**config.mk**
```make
export PLATFORM = sky130hd
export DESIGN_NAME = npu_bus_master_flat
export DESIGN_NICKNAME = d
export VERILOG_FILES = /design/src/rtl/npu_pkg.sv /design/src/rtl/npu_bus_master_if.sv /design/src/rtl/npu_bus_master.sv /design/src/flat_wrapper.sv
export SDC_FILE = /design/constraint.sdc
export NUM_CORES = 1
export LEC_CHECK = 0
export CORE_ASPECT_RATIO = 0.75
export CORE_MARGIN = 2
export CORE_UTILIZATION = 49
export DETAILED_ROUTE_END_ITERATION = 8
export HOLD_SLACK_MARGIN = 0.02
export PLACE_DENSITY_LB_ADDON = 0.12
export SLEW_MARGIN = 10
export SYNTH_ARGS = -nofsm -noshare
export SYNTH_HDL_FRONTEND = slang
export SYNTH_SLANG_ARGS = --single-unit
```
**constraint.sdc**
```tcl
create_clock -name clk -period 3.6 [get_ports clk]
set_input_delay 0.9 -clock clk [delete_from_list [all_inputs] [get_ports clk]]
set_output_delay 0.9 -clock clk [all_outputs]
set_load 0.01 [all_outputs]
```
**src/rtl/npu_pkg.sv**
```systemverilog
// rtl/npu_pkg.sv - shared NPU opcodes, address map, status offsets and control bits
package npu_pkg;

    // Host command opcodes; 2'd3 is reserved and completes as a no-op
    typedef enum logic [1:0] {
        OP_WRITE = 2'd0,
        OP_READ  = 2'd1,
        OP_POLL  = 2'd2
    } op_e;

    // NPU address-map region selects
    localparam logic [2:0] SEL_IMG   = 3'b001;
    localparam logic [2:0] SEL_WCONV = 3'b010;
    localparam logic [2:0] SEL_FC1W  = 3'b011;
    localparam logic [2:0] SEL_FC2W  = 3'b100;
    localparam logic [2:0] SEL_CTRL  = 3'b101;
    localparam logic [2:0] SEL_STAT  = 3'b111;

    // Status register byte offsets
    localparam logic [7:0] DONE       = 8'd0;
    localparam logic [7:0] RESULT     = 8'd4;
    localparam logic [7:0] PACK_VALID = 8'd8;
    localparam logic [7:0] PACK_DATA  = 8'd12;
    localparam logic [7:0] FC1_VALID  = 8'd16;
    localparam logic [7:0] FCN_DONE   = 8'd20;

    // Control register bit indices
    localparam int unsigned TRIGGER    = 0;
    localparam int unsigned FC1_NEXT   = 1;
    localparam int unsigned SAVE_DONE  = 2;
    localparam int unsigned NEXT_LAYER = 3;
    localparam int unsigned START      = 4;

endpackage

```
**src/rtl/npu_bus_master_if.sv**
```systemverilog
// rtl/npu_bus_master_if.sv - command, stream and NPU host-bus signals of npu_bus_master
interface npu_bus_master_if #(
    parameter int CNT_W = 8
);
    logic             cmd_valid;
    logic             cmd_ready;
    logic [1:0]       cmd_op;
    logic [15:0]      cmd_addr;
    logic [3:0]       cmd_inc;
    logic [CNT_W-1:0] cmd_len;
    logic [31:0]      cmd_mask;

    logic [31:0]      wr_data;
    logic             wr_valid;
    logic             wr_ready;

    logic [31:0]      rd_data;
    logic             rd_valid;
    logic             rd_ready;

    logic             done;
    logic             err;

    logic             ena;
    logic             wea;
    logic [15:0]      addra;
    logic [31:0]      dina;
    logic [31:0]      douta;

    modport master (
        input  cmd_valid, cmd_op, cmd_addr, cmd_inc, cmd_len, cmd_mask,
        output cmd_ready,
        input  wr_data, wr_valid,
        output wr_ready,
        output rd_data, rd_valid,
        input  rd_ready,
        output done, err,
        output ena, wea, addra, dina,
        input  douta
    );

    modport slave (
        output cmd_valid, cmd_op, cmd_addr, cmd_inc, cmd_len, cmd_mask,
        input  cmd_ready,
        output wr_data, wr_valid,
        input  wr_ready,
        input  rd_data, rd_valid,
        output rd_ready,
        input  done, err,
        input  ena, wea, addra, dina,
        output douta
    );

endinterface

```
**src/rtl/npu_bus_master.sv**
```systemverilog
// rtl/npu_bus_master.sv - command-driven WRITE/READ/POLL master for the NPU host bus (optional poll timeout: NPU_BUS_MASTER_TIMEOUT_EN)
module npu_bus_master
    import npu_pkg::*;
#(
    parameter int POLL_TIMEOUT = 1024,
    parameter int CNT_W        = 8
) (
    input  logic             clk,
    input  logic             rst_ni,
    npu_bus_master_if.master bus
);

    typedef enum logic [2:0] {
        S_IDLE, S_WR, S_RD_REQ, S_RD_WAIT, S_RD_HOLD, S_PL_REQ, S_PL_WAIT, S_FIN
    } state_e;

    state_e           state_q, state_d;
    logic [15:0]      addr_q, addr_d;       // working word pointer
    logic [15:0]      addra_q, addra_d;     // last address put on the bus
    logic [3:0]       inc_q, inc_d;
    logic [CNT_W-1:0] cnt_q, cnt_d;         // words still to transfer
    logic [31:0]      mask_q, mask_d;
    logic [31:0]      dina_q, dina_d;
    logic [31:0]      rd_data_q, rd_data_d;
    logic             rd_valid_q, rd_valid_d;

    logic             wr_fire;
    logic             bus_req;
    logic [15:0]      addr_next;

`ifdef NPU_BUS_MASTER_TIMEOUT_EN
    localparam int PCNT_W = $clog2(POLL_TIMEOUT + 1);
    logic [PCNT_W-1:0] pcnt_q, pcnt_d;
    logic [PCNT_W-1:0] pcnt_inc;
    logic              tmo_q, tmo_d;
    assign pcnt_inc = pcnt_q + 1'b1;
`endif

    // A write word moves on the same edge it is offered; reads and polls request for one state
    assign wr_fire   = (state_q == S_WR) && bus.wr_valid;
    assign bus_req   = wr_fire || (state_q == S_RD_REQ) || (state_q == S_PL_REQ);
    assign addr_next = addr_q + {12'd0, inc_q};

    assign bus.cmd_ready = rst_ni && (state_q == S_IDLE);
    assign bus.wr_ready  = (state_q == S_WR);
    assign bus.ena       = bus_req;
    assign bus.wea       = wr_fire;
    assign bus.addra     = bus_req ? addr_q : addra_q;
    assign bus.dina      = wr_fire ? bus.wr_data : dina_q;
    assign bus.rd_data   = rd_data_q;
    assign bus.rd_valid  = rd_valid_q;
    assign bus.done      = (state_q == S_FIN);
`ifdef NPU_BUS_MASTER_TIMEOUT_EN
    assign bus.err       = (state_q == S_FIN) && tmo_q;
`else
    assign bus.err       = 1'b0;
`endif

    // Next-state and datapath computation for the command FSM
    always_comb begin
        state_d    = state_q;
        addr_d     = addr_q;
        addra_d    = addra_q;
        inc_d      = inc_q;
        cnt_d      = cnt_q;
        mask_d     = mask_q;
        dina_d     = dina_q;
        rd_data_d  = rd_data_q;
        rd_valid_d = rd_valid_q;
`ifdef NPU_BUS_MASTER_TIMEOUT_EN
        pcnt_d     = pcnt_q;
        tmo_d      = tmo_q;
`endif
        if (bus_req) addra_d = addr_q;
        if (wr_fire) dina_d  = bus.wr_data;

        case (state_q)
            S_IDLE: begin
                if (bus.cmd_valid) begin
                    addr_d = bus.cmd_addr;
                    inc_d  = bus.cmd_inc;
                    mask_d = bus.cmd_mask;
                    cnt_d  = (bus.cmd_len == '0) ? CNT_W'(1) : bus.cmd_len;
`ifdef NPU_BUS_MASTER_TIMEOUT_EN
                    pcnt_d = '0;
                    tmo_d  = 1'b0;
`endif
                    case (bus.cmd_op)
                        OP_WRITE: state_d = S_WR;
                        OP_READ:  state_d = S_RD_REQ;
                        OP_POLL:  state_d = S_PL_REQ;
                        default:  state_d = S_FIN;
                    endcase
                end
            end
            S_WR: begin
                if (bus.wr_valid) begin
                    addr_d = addr_next;
                    cnt_d  = cnt_q - 1'b1;
                    if (cnt_q == CNT_W'(1)) state_d = S_FIN;
                end
            end
            S_RD_REQ: state_d = S_RD_WAIT;
            S_RD_WAIT: begin
                rd_data_d  = bus.douta;
                rd_valid_d = 1'b1;
                state_d    = S_RD_HOLD;
            end
            S_RD_HOLD: begin
                if (bus.rd_ready) begin
                    rd_valid_d = 1'b0;
                    addr_d     = addr_next;
                    cnt_d      = cnt_q - 1'b1;
                    state_d    = (cnt_q == CNT_W'(1)) ? S_FIN : S_RD_REQ;
                end
            end
            S_PL_REQ: state_d = S_PL_WAIT;
            S_PL_WAIT: begin
`ifdef NPU_BUS_MASTER_TIMEOUT_EN
                pcnt_d = pcnt_inc;
`endif
                if ((bus.douta & mask_q) != 32'd0) begin
                    state_d = S_FIN;
                end else begin
`ifdef NPU_BUS_MASTER_TIMEOUT_EN
                    if (pcnt_inc == PCNT_W'(POLL_TIMEOUT)) begin
                        state_d = S_FIN;
                        tmo_d   = 1'b1;
                    end else begin
                        state_d = S_PL_REQ;
                    end
`else
                    state_d = S_PL_REQ;
`endif
                end
            end
            S_FIN:   state_d = S_IDLE;
            default: state_d = S_IDLE;
        endcase
    end

    // State and datapath registers with synchronous active-low reset
    always_ff @(posedge clk) begin
        if (!rst_ni) begin
            state_q    <= S_IDLE;
            addr_q     <= '0;
            addra_q    <= '0;
            inc_q      <= '0;
            cnt_q      <= '0;
            mask_q     <= '0;
            dina_q     <= '0;
            rd_data_q  <= '0;
            rd_valid_q <= 1'b0;
`ifdef NPU_BUS_MASTER_TIMEOUT_EN
            pcnt_q     <= '0;
            tmo_q      <= 1'b0;
`endif
        end else begin
            state_q    <= state_d;
            addr_q     <= addr_d;
            addra_q    <= addra_d;
            inc_q      <= inc_d;
            cnt_q      <= cnt_d;
            mask_q     <= mask_d;
            dina_q     <= dina_d;
            rd_data_q  <= rd_data_d;
            rd_valid_q <= rd_valid_d;
`ifdef NPU_BUS_MASTER_TIMEOUT_EN
            pcnt_q     <= pcnt_d;
            tmo_q      <= tmo_d;
`endif
        end
    end

endmodule

```
**src/flat_wrapper.sv**
```systemverilog
// flat-port wrapper written by rule: the top's interface ports become plain ports
module npu_bus_master_flat import npu_pkg::*;
#(
    parameter int POLL_TIMEOUT = 1024,
    parameter int CNT_W        = 8
)
  (clk, rst_ni, bus_cmd_valid, bus_cmd_op, bus_cmd_addr, bus_cmd_inc, bus_cmd_len, bus_cmd_mask, bus_cmd_ready, bus_wr_data, bus_wr_valid, bus_wr_ready, bus_rd_data, bus_rd_valid, bus_rd_ready, bus_done, bus_err, bus_ena, bus_wea, bus_addra, bus_dina, bus_douta);
  npu_bus_master_if #(.CNT_W(CNT_W)) bus_i ();
  input  logic clk;
  input  logic rst_ni;
  input wire logic [$bits(bus_i.cmd_valid)-1:0] bus_cmd_valid;
  input wire logic [$bits(bus_i.cmd_op)-1:0] bus_cmd_op;
  input wire logic [$bits(bus_i.cmd_addr)-1:0] bus_cmd_addr;
  input wire logic [$bits(bus_i.cmd_inc)-1:0] bus_cmd_inc;
  input wire logic [$bits(bus_i.cmd_len)-1:0] bus_cmd_len;
  input wire logic [$bits(bus_i.cmd_mask)-1:0] bus_cmd_mask;
  output wire logic [$bits(bus_i.cmd_ready)-1:0] bus_cmd_ready;
  input wire logic [$bits(bus_i.wr_data)-1:0] bus_wr_data;
  input wire logic [$bits(bus_i.wr_valid)-1:0] bus_wr_valid;
  output wire logic [$bits(bus_i.wr_ready)-1:0] bus_wr_ready;
  output wire logic [$bits(bus_i.rd_data)-1:0] bus_rd_data;
  output wire logic [$bits(bus_i.rd_valid)-1:0] bus_rd_valid;
  input wire logic [$bits(bus_i.rd_ready)-1:0] bus_rd_ready;
  output wire logic [$bits(bus_i.done)-1:0] bus_done;
  output wire logic [$bits(bus_i.err)-1:0] bus_err;
  output wire logic [$bits(bus_i.ena)-1:0] bus_ena;
  output wire logic [$bits(bus_i.wea)-1:0] bus_wea;
  output wire logic [$bits(bus_i.addra)-1:0] bus_addra;
  output wire logic [$bits(bus_i.dina)-1:0] bus_dina;
  input wire logic [$bits(bus_i.douta)-1:0] bus_douta;
  assign bus_i.cmd_valid = bus_cmd_valid;
  assign bus_i.cmd_op = bus_cmd_op;
  assign bus_i.cmd_addr = bus_cmd_addr;
  assign bus_i.cmd_inc = bus_cmd_inc;
  assign bus_i.cmd_len = bus_cmd_len;
  assign bus_i.cmd_mask = bus_cmd_mask;
  assign bus_cmd_ready = bus_i.cmd_ready;
  assign bus_i.wr_data = bus_wr_data;
  assign bus_i.wr_valid = bus_wr_valid;
  assign bus_wr_ready = bus_i.wr_ready;
  assign bus_rd_data = bus_i.rd_data;
  assign bus_rd_valid = bus_i.rd_valid;
  assign bus_i.rd_ready = bus_rd_ready;
  assign bus_done = bus_i.done;
  assign bus_err = bus_i.err;
  assign bus_ena = bus_i.ena;
  assign bus_wea = bus_i.wea;
  assign bus_addra = bus_i.addra;
  assign bus_dina = bus_i.dina;
  assign bus_i.douta = bus_douta;
  npu_bus_master #(.POLL_TIMEOUT(POLL_TIMEOUT), .CNT_W(CNT_W)) u_core (.clk(clk), .rst_ni(rst_ni), .bus(bus_i));
endmodule
```
# After elaboration in Yosys (flattened, before gate mapping)
# Index checks and enable logic that the tools add are counted.
word_totals:
  regBits: 144
  in_bits: 131
  out_inout_bits: 87
  word_cells: 61
op_classes:
  add_sub_neg: 2
  n_eq_ne: 14
  muxes: 21
  bitwise: 1
  reduce_logical: 14
op_table:
  columns: ["op", "count"]
  rows:
  - ["two-way mux 16 bit", 4]
  - ["case mux 16 bit (3 select lines)", 1]
  - ["bitwise AND 32 bit", 1]
  - ["two-way mux 32 bit", 1]
  - ["two-way mux 8 bit", 4]
  - ["nonzero test 32 bit", 1]
  - ["case mux 3 bit (8 select lines)", 1]
  - ["case mux 8 bit (3 select lines)", 1]
  - ["adder 16 x 4 -> 16 bit", 1]
  - ["two-way mux 3 bit", 5]
  - ["== test 3 bit, second input constant", 4]
  - ["case mux 3 bit (3 select lines)", 1]
  - ["== test 8 x 1 -> 1 bit, second input constant", 1]
  - ["zero test 8 bit", 1]
  - ["AND reduction 4 bit", 2]
  - ["subtractor 8 x 1 -> 8 bit, second input constant", 1]
  - ["== test 3 x 2 -> 1 bit, second input constant", 2]
  - ["inequality test 2 bit, second input constant", 3]
  - ["AND reduction 2 bit", 2]
  - ["== test 3 x 1 -> 1 bit, second input constant", 1]
  - ["zero test 3 bit", 1]
  - ["nonzero test 3 bit", 1]
  - ["== test 2 x 1 -> 1 bit, second input constant", 1]
  - ["== test 2 bit, second input constant", 1]
  - ["8 further kinds", 10]

# Depth between registers and ports, before layout
# Gate-level depths: netlist of the first run.
depth:
  ltp_word: 5
  ltp_mapped: 8

# Worst setup path after synthesis of the first run
# Ideal clock, no wire load.
synth_timing:
  kind: "input to output"
  start: "in bus_wr_valid"
  end: "out bus_addra[10]"
  arrival_ns: 1.861
  required_ns: 2.700
  setup_slack_ns: 0.839
  cell_stages: 4
  cell_sequence: "nor2_1 > o2bb2ai_2 > buf_4 > mux2_1"
synth_between:
  elab_chain_len: 4
synth_rtl:
  columns: ["element", "line_no", "text"]
  rows:
  - ["start: declaration", "flat_wrapper.sv:19", "input wire logic [$bits(bus_i.wr_valid)-1:0] bus_wr_valid;"]
  - ["logical AND 1 bit", "npu_bus_master.sv:40", "assign wr_fire = (state_q == S_WR) && bus.wr_valid;"]
  - ["logical OR 1 bit (2 in a row)", "npu_bus_master.sv:41", "assign bus_req = wr_fire || (state_q == S_RD_REQ) || (state_q == S_PL_REQ);"]
  - ["via bus_ena", "flat_wrapper.sv:26", "output wire logic [$bits(bus_i.ena)-1:0] bus_ena;"]
  - ["two-way mux 16 bit", "npu_bus_master.sv:48", "assign bus.addra = bus_req ? addr_q : addra_q;"]
  - ["end: declaration", "flat_wrapper.sv:28", "output wire logic [$bits(bus_i.addra)-1:0] bus_addra;"]
# The timed path passes the listed nets, and every way through them passes these cells.

# Final worst setup path of the first run
layout_timing:
  start: "in bus_wr_valid"
  end: "out bus_dina[0]"
layout_between:
  elab_chain_len: 2
layout_rtl:
  columns: ["element", "line_no", "text"]
  rows:
  - ["logical AND 1 bit", "npu_bus_master.sv:40", null]
  - ["two-way mux 32 bit", "npu_bus_master.sv:49", "assign bus.dina = wr_fire ? bus.wr_data : dina_q;"]
  - ["end: declaration", "flat_wrapper.sv:29", "output wire logic [$bits(bus_i.dina)-1:0] bus_dina;"]
# No other way between the ends.

==> metrics.yaml, run 1 <==
status: "complete, no violations"
first_global_vias: 5910
io_pins: 218
wire_per_inst_um: 17.01
fmax_mhz: 281.6
regToRegSetupSlack_ns: 1.03
cp.required_ns: 2.70
synth_ff_type: "dfxtp_1"
start_util: 0.4978
hp-class: "reg -> reg"
die_x_um: 136.3
diodes: 0
synth-async-reset-ratio: 0
drt_wl_total_um: 18900
fin_worst_skew_ns: 0.007560
ctsHoldBuffers: 0
root_buffer: "clkbuf_16"
cp_top_family: "buffers and inverters"
clock_latency_ns: 0.42
dp_hpwl_um: 13400
syn_to_final_growth_pct: 45.93
grt_pass1_wl_um: 28940
holdPathStages: 2
path_clk_slew_ns: 0.05
p_total_uw: 7082
worst_setup_path_start_kind: "input pin"
r2r_start: "u_core.addr_q[0]"
timing.final.crit_share: 0.9863
place_congestion: 0.8614
finalHoldViolations: 0
syn_area_per_cell_sq_um: 8.851
yosysWarnings: 0
slew_headroom: 0.3531
worst_pin_slew_ns: 0.9704
htreeDepth: 4
synth_cell_types: 67
critPathKind: "in -> out"
crit_path_start: "bus_wr_valid"
path_max_fanout: 18
grt_overflow: 0
crit_chain: "clkdlybuf4s50_1 -> and2_2 -> buf_12 -> mux2_2 -> clkdlybuf4s50_1"
io_buffers: 216
ir_drop_mv: 0.3838
dr.pass1.iters: 4
powerDensity_mw_per_mm2: 754.2
netlist_area_sq_mm: 0.006435
crit_arrival_ns: 2.65
track_usage: 0.2678
setup_viol: 0
finalNonFillerCells: 1111
crit_slowest_cell: "clkdlybuf4s50_1"
syn_inst: 727
grt_max_degree: 61
worstHoldStart: "u_core.bus.rd_data[20]"
cp_common_cell: "clkdlybuf4s50_1"
core_sq_mm: 0.01293
synthesis.nets: 865
numCtsBuffers: 17
drv_slew: 0
vias: 5995
slowest_delay_ns: 0.50
clk_path_buf_depth: 2
dp.cells: 1077
die_y_um: 103.2
min_period_ns: 3.551
rows: 36
crit_path_end_kind: "output pin"
drc: 0
final_nets: 1066
rr_endpoint: "u_core.addr_q[12]"
postRouteAntennaNets: 0
yosysSeqAreaShare: 0.4480
dieArea_sq_mm: 0.01407
synth-seq-cells: 144
via_per_inst: 5.396
drt-initial-drc-count: 265
rr_worst_depth: 6
antenna_found_initial: 0
cap_violations: 0
timing.hold.ws_ns: 0.4565
drive_gt1_frac: 0.1181
worst-path-buf-inv: 3
p_leak_uw: 0.003707
cts_tree: "done"
min_to: "u_core.bus.rd_data[20]"
fin_util: 0.7264
synth_edf_count: 0
cts_sinks: 144
## Yosys cell counts (all sizes together), types with 3 or more instances
cell type	number	area share
nand2	169	0.099
dfxtp	144	0.45
a21oi	90	0.071
and2	52	0.051
mux2	48	0.10
nor2	29	0.018
clkbuf	27	0.016
buf	26	0.027
o21ai	12	0.0093
a22oi	11	0.013
nand2b	7	0.0072
a211oi	6	0.0070
and3	6	0.0058
ha	6	0.012
nor3	6	0.0047
o221a	6	0.010
a311oi	5	0.0068
a31oi	5	0.0049
inv	5	0.0029
nand3	5	0.0039
o211ai	5	0.0058
nand3b	4	0.0047
nand4	4	0.0062
o21a	4	0.0047
o31ai	4	0.0047
a21o	3	0.0035
a221oi	3	0.0041
or2	3	0.0029
or4	3	0.0041
## final cells by class
cell class                 instances  area [sq um]
sequential                       144          2884
clock inverter                     9         181.4
inverter                           5         18.77
clock buffer                      22         464.2
timing repair buffer             235          2364
multi-input combinational        525          3264
tap                              171         214.0
fill                             940          3537
## worst max-delay path by stage
stage	to	cells past startpoint
finish	bus_dina[0]	5
floorplan	bus_addra[10]	4
global route	bus_addra[2]	6
CTS	bus_addra[1]	6
detailed placement	bus_addra[3]	6
global placement	bus_addra[15]	6
## timing repair
item	4_1_cts	5_1_grt
buffers inserted	0	3
pin swaps	0	1
endpoints found under the setup margin	1	16
resized for setup	1	10
## where the power goes
group / internal [uW] / switching, uW
sequential: 1940 / 282
combinational: 1430 / 1500
clock: 1260 / 664
total: 4630 / 2450
## worst register-to-register path, delay by kind of cell (launching register included)
kind / cells / cell delay (ns)
AO/OA/AOI/OAI: 4 / 1.48
adder cells (fa/ha/maj): 2 / 0.66
flip-flops: 1 / 0.34
## metal layers
layer,track usage,up-vias,part of all wire
li1,-,2908,-
met1,0.3214,2867,0.43
met2,0.4449,197,0.48
met3,0.09405,23,0.073
met4,0.1066,0,0.017
met5,0,-,0
## layout by cell type (no fill, tap or decap), types with 4 or more instances in the layout
cell,instances
clkdlybuf4s50_1,206
nand2_1,169
dfxtp_1,143
a21oi_1,89
and2_1,50
mux2_4,29
nor2_1,26
clkbuf_16,17
buf_4,16
mux2_2,14
a22oi_1,11
o21ai_0,10
dlymetal6s2s_1,9
and3_1,6
nand2b_1,6
nor3_1,6
o221a_2,6
a211oi_1,6
ha_1,6
mux2_1,5
a31oi_1,5
o211ai_1,5
nand3_1,5
a311oi_1,5
bufinv_16,5
inv_1,4
nand3b_1,4
o21a_1,4
o31ai_1,4
## cells by family (layout without fill, tap and decap cells)
logic type | Yosys count | count (layout) | share of synthesized area
AND/OR/NAND/NOR | 296 | 296 | 0.2189
flip-flops | 144 | 144 | 0.4480
adder cells (fa/ha/maj) | 7 | 7 | 0.01478
XOR/XNOR | 2 | 2 | 0.002723
other | 1 | 1 | 0.0005828
multiplexers | 49 | 49 | 0.1025
buffers and inverters | 58 | 271 | 0.04569
AO/OA/AOI/OAI | 170 | 170 | 0.1668
## state kept, by name (all words and copies together), names as in the netlist
| register | cells |
|---|---|
| u_core.state_q | 3 |
| u_core.bus.rd_valid | 1 |
| u_core.mask_q | 32 |
| u_core.dina_q | 32 |
| u_core.cnt_q | 8 |
| u_core.addra_q | 16 |
| u_core.addr_q | 16 |
| u_core.bus.rd_data | 32 |
| u_core.inc_q | 4 |
## per-stage QoR
stage	cell area (sq um)	setup WS, ns	TNS (ns)
6_report	9390	0.04940	0
5_1_grt	9390	-0.002348	-0.006801
4_1_cts	9344	0.004485	0
3_5_place_dp	8700	-0.001241	-0.001241
3_3_place_gp	8700	0.01906	0
2_1_floorplan	6435	0.8395	0
Power figures use the tool's default switching activity.
==> inputs of run 2 (changes only) <==
CORE_UTILIZATION = 46   (was 49)
clock period = 3.4 ns   (was 3.6 ns; I/O delays follow)
==> metrics.yaml, run 2 (synthesized netlist as in run 1, its figures left out) <==
rows: 37  # was 36
critPathKind: "in -> out"  # unchanged
fmax_mhz: 302.8
cts_sinks: 144  # unchanged
diodes: 0  # unchanged
fin_util: 0.6850  # was 0.7264
first_global_vias: 5980  # was 5910
min_period_ns: 3.302
fin_setup_tns_ns: 0  # unchanged
grt_max_degree: 62  # was 61
core_sq_mm: 0.01370  # was 0.01293 sq mm
cts_tree: "done"  # unchanged
drv_slew: 0  # unchanged
timing.final.crit_share: 0.9713
track_usage: 0.2499  # was 0.2678
powerDensity_mw_per_mm2: 798.2  # was 754.2 mW/mm^2
grt_pass1_wl_um: 29820  # was 28940 um
crit_chain: "dlygate4sd2_1 -> nor2_2 -> o2bb2ai_4 -> bufbuf_16 -> mux2_1 -> clkdlybuf4s50_1"  # was clkdlybuf4s50_1 -> and2_2 -> buf_12 -> mux2_2 -> clkdlybuf4s50_1
postRouteAntennaNets: 0  # unchanged
vias: 5953  # was 5995
p_total_uw: 7492  # was 7082 uW
layout_setup_ws_ns: 0.09762  # was 0.04940 ns
wire_per_inst_um: 16.71  # was 17.01 um
fillers: 1063  # was 940
setup_viol: 0  # unchanged
rsz0062_at_grt: "false"
final_cell_mix: "213 x clkdlybuf4s50_1, 169 x nand2_1, 143 x dfxtp_1"  # was 206 x clkdlybuf4s50_1, 169 x nand2_1, 143 x dfxtp_1
io_buffers: 216  # unchanged
dp_hpwl_um: 13340  # was 13400 um
regToRegSetupSlack_ns: 0.88  # was 1.03 ns
crit_slowest_cell: "clkdlybuf4s50_1"  # unchanged
fin_worst_skew_ns: 0.01047  # was 0.007560 ns
crit_path_end_kind: "output pin"  # unchanged
finalHoldViolations: 0  # unchanged
place_congestion: 0.8819  # was 0.8614
final_common_cell: "clkdlybuf4s50_1"  # unchanged
p_leak_uw: 0.003561  # was 0.003707 uW
path_clk_slew_ns: 0.06  # was 0.05 ns
numCtsBuffers: 17  # unchanged
start_util: 0.4696  # was 0.4978
cp.required_ns: 2.55  # was 2.70 ns
finalNonFillerCells: 1115  # was 1111
die_x_um: 140.6  # was 136.3 um
drt_wl_total_um: 18630  # was 18900 um
final_nets: 1065  # was 1066
clock_latency_ns: 0.42  # about the same
root_buffer: "clkbuf_16"  # unchanged
dp.cells: 1081  # was 1077
worst_pin_slew_ns: 0.8856  # was 0.9704 ns
hp-class: "reg -> reg"  # unchanged
dp_slack_ns: -0.1577  # was -0.001241 ns
drive_gt1_frac: 0.1234  # was 0.1181
drc: 0  # unchanged
status: "complete, no violations"  # unchanged
io_pins: 218  # unchanged
cap_violations: 0  # unchanged
via_per_inst: 5.339  # was 5.396
drt-initial-drc-count: 343  # was 265
dr.pass1.iters: 5  # was 4
grt_overflow: 0  # unchanged
clk_path_buf_depth: 2  # unchanged
htreeDepth: 4  # unchanged
crit_arrival_ns: 2.45  # was 2.65 ns
slowest_delay_ns: 0.48  # was 0.50 ns
die_y_um: 106.4  # was 103.2 um
syn_to_final_growth_pct: 45.87  # was 45.93%
antenna_found_initial: 0  # unchanged
path_max_fanout: 8  # was 18
slew_headroom: 0.4096  # was 0.3531
ir_drop_mv: 0.3842  # was 0.3838 mV
dieArea_sq_mm: 0.01496  # was 0.01407 sq mm
worst_setup_path_start_kind: "input pin"  # unchanged
## run 2: cell count changes in the layout (fill, tap and decap cells not counted), moves of 2 or more
cell and change:
dlymetal6s2s_1 -9, clkdlybuf4s50_1 +7, inv_6 +5, clkbuf_1 -3, buf_4 -2, bufinv_16 -2, dlygate4sd2_1 +2, nor2_1 -2
nor2_2 +2
## run 2: final timing paths
| path | cells past startpoint | from | endpoint |
|---|---|---|---|
| worst min register to register | 2 | u_core.mask_q[30] | u_core.mask_q[30] |
| worst min-delay path | 2 | u_core.mask_q[30] | u_core.mask_q[30] |
| worst max register to register | 7 | u_core.addr_q[0] | u_core.addr_q[6] |
| worst max-delay path | 6 | bus_wr_valid | bus_addra[10] |
## run 2: worst max-delay path: cells and delay by family
| family | cells | cell delay [ns] |
|---|---|---|
| buf+inv | 3 | 1.05 |
| mux | 1 | 0.33 |
| compound gates | 1 | 0.15 |
| simple gates | 1 | 0.07 |
## run 2: cell type report
type / count / area [sq um] / share of cell area
tap: 175 / 219.0 / 0.02333
clock inverter: 13 / 173.9 / 0.01853
sequential: 144 / 2884 / 0.3073
multi-input combinational: 525 / 3282 / 0.3496
inverter: 5 / 18.77 / 0.001999
clock buffer: 19 / 452.9 / 0.04825
timing repair buffer: 234 / 2356 / 0.2510
## run 2: what timing repair did
| action | CTS | global route |
|---|---|---|
| buffers inserted | 1 | 0 |
| gates cloned | 1 | 0 |
| pin swaps | 1 | 0 |
| setup endpoints to repair | 48 | 13 |
| gates resized for setup | 4 | 3 |
| hold buffers | 0 | 0 |
## run 2: through the flow
stage / cell area [sq um] / hold slack [ns]
5_1_grt: 9387 / 0.4712
6_report: 9387 / 0.4547
2_1_floorplan: 6435 / 0.4357
3_3_place_gp: 8705 / 0.4413
3_5_place_dp: 8705 / 0.4469
4_1_cts: 9380 / 0.4560
## run 2: power by group
part / internal (uW) / total (uW) / switching [uW]
Sequential: 2050 / 2350 / 299
Combinational: 1560 / 3170 / 1610
Clock: 1210 / 1970 / 758
## run 2: metal layers
layer	GRT usage	wire, um	vias up	share of wire
li1	-	-	2908	-
met1	0.3295	8358	2795	0.45
met2	0.3974	8458	216	0.45
met3	0.06937	1369	34	0.073
met4	0.08429	443	0	0.024
met5	0	0	-	0
==> inputs of run 3 (changes only) <==
TNS_END_PERCENT = 30   (was default)
==> results of run 3 <==
No change in the layout: final DEF, timing and power equal those of run 2.
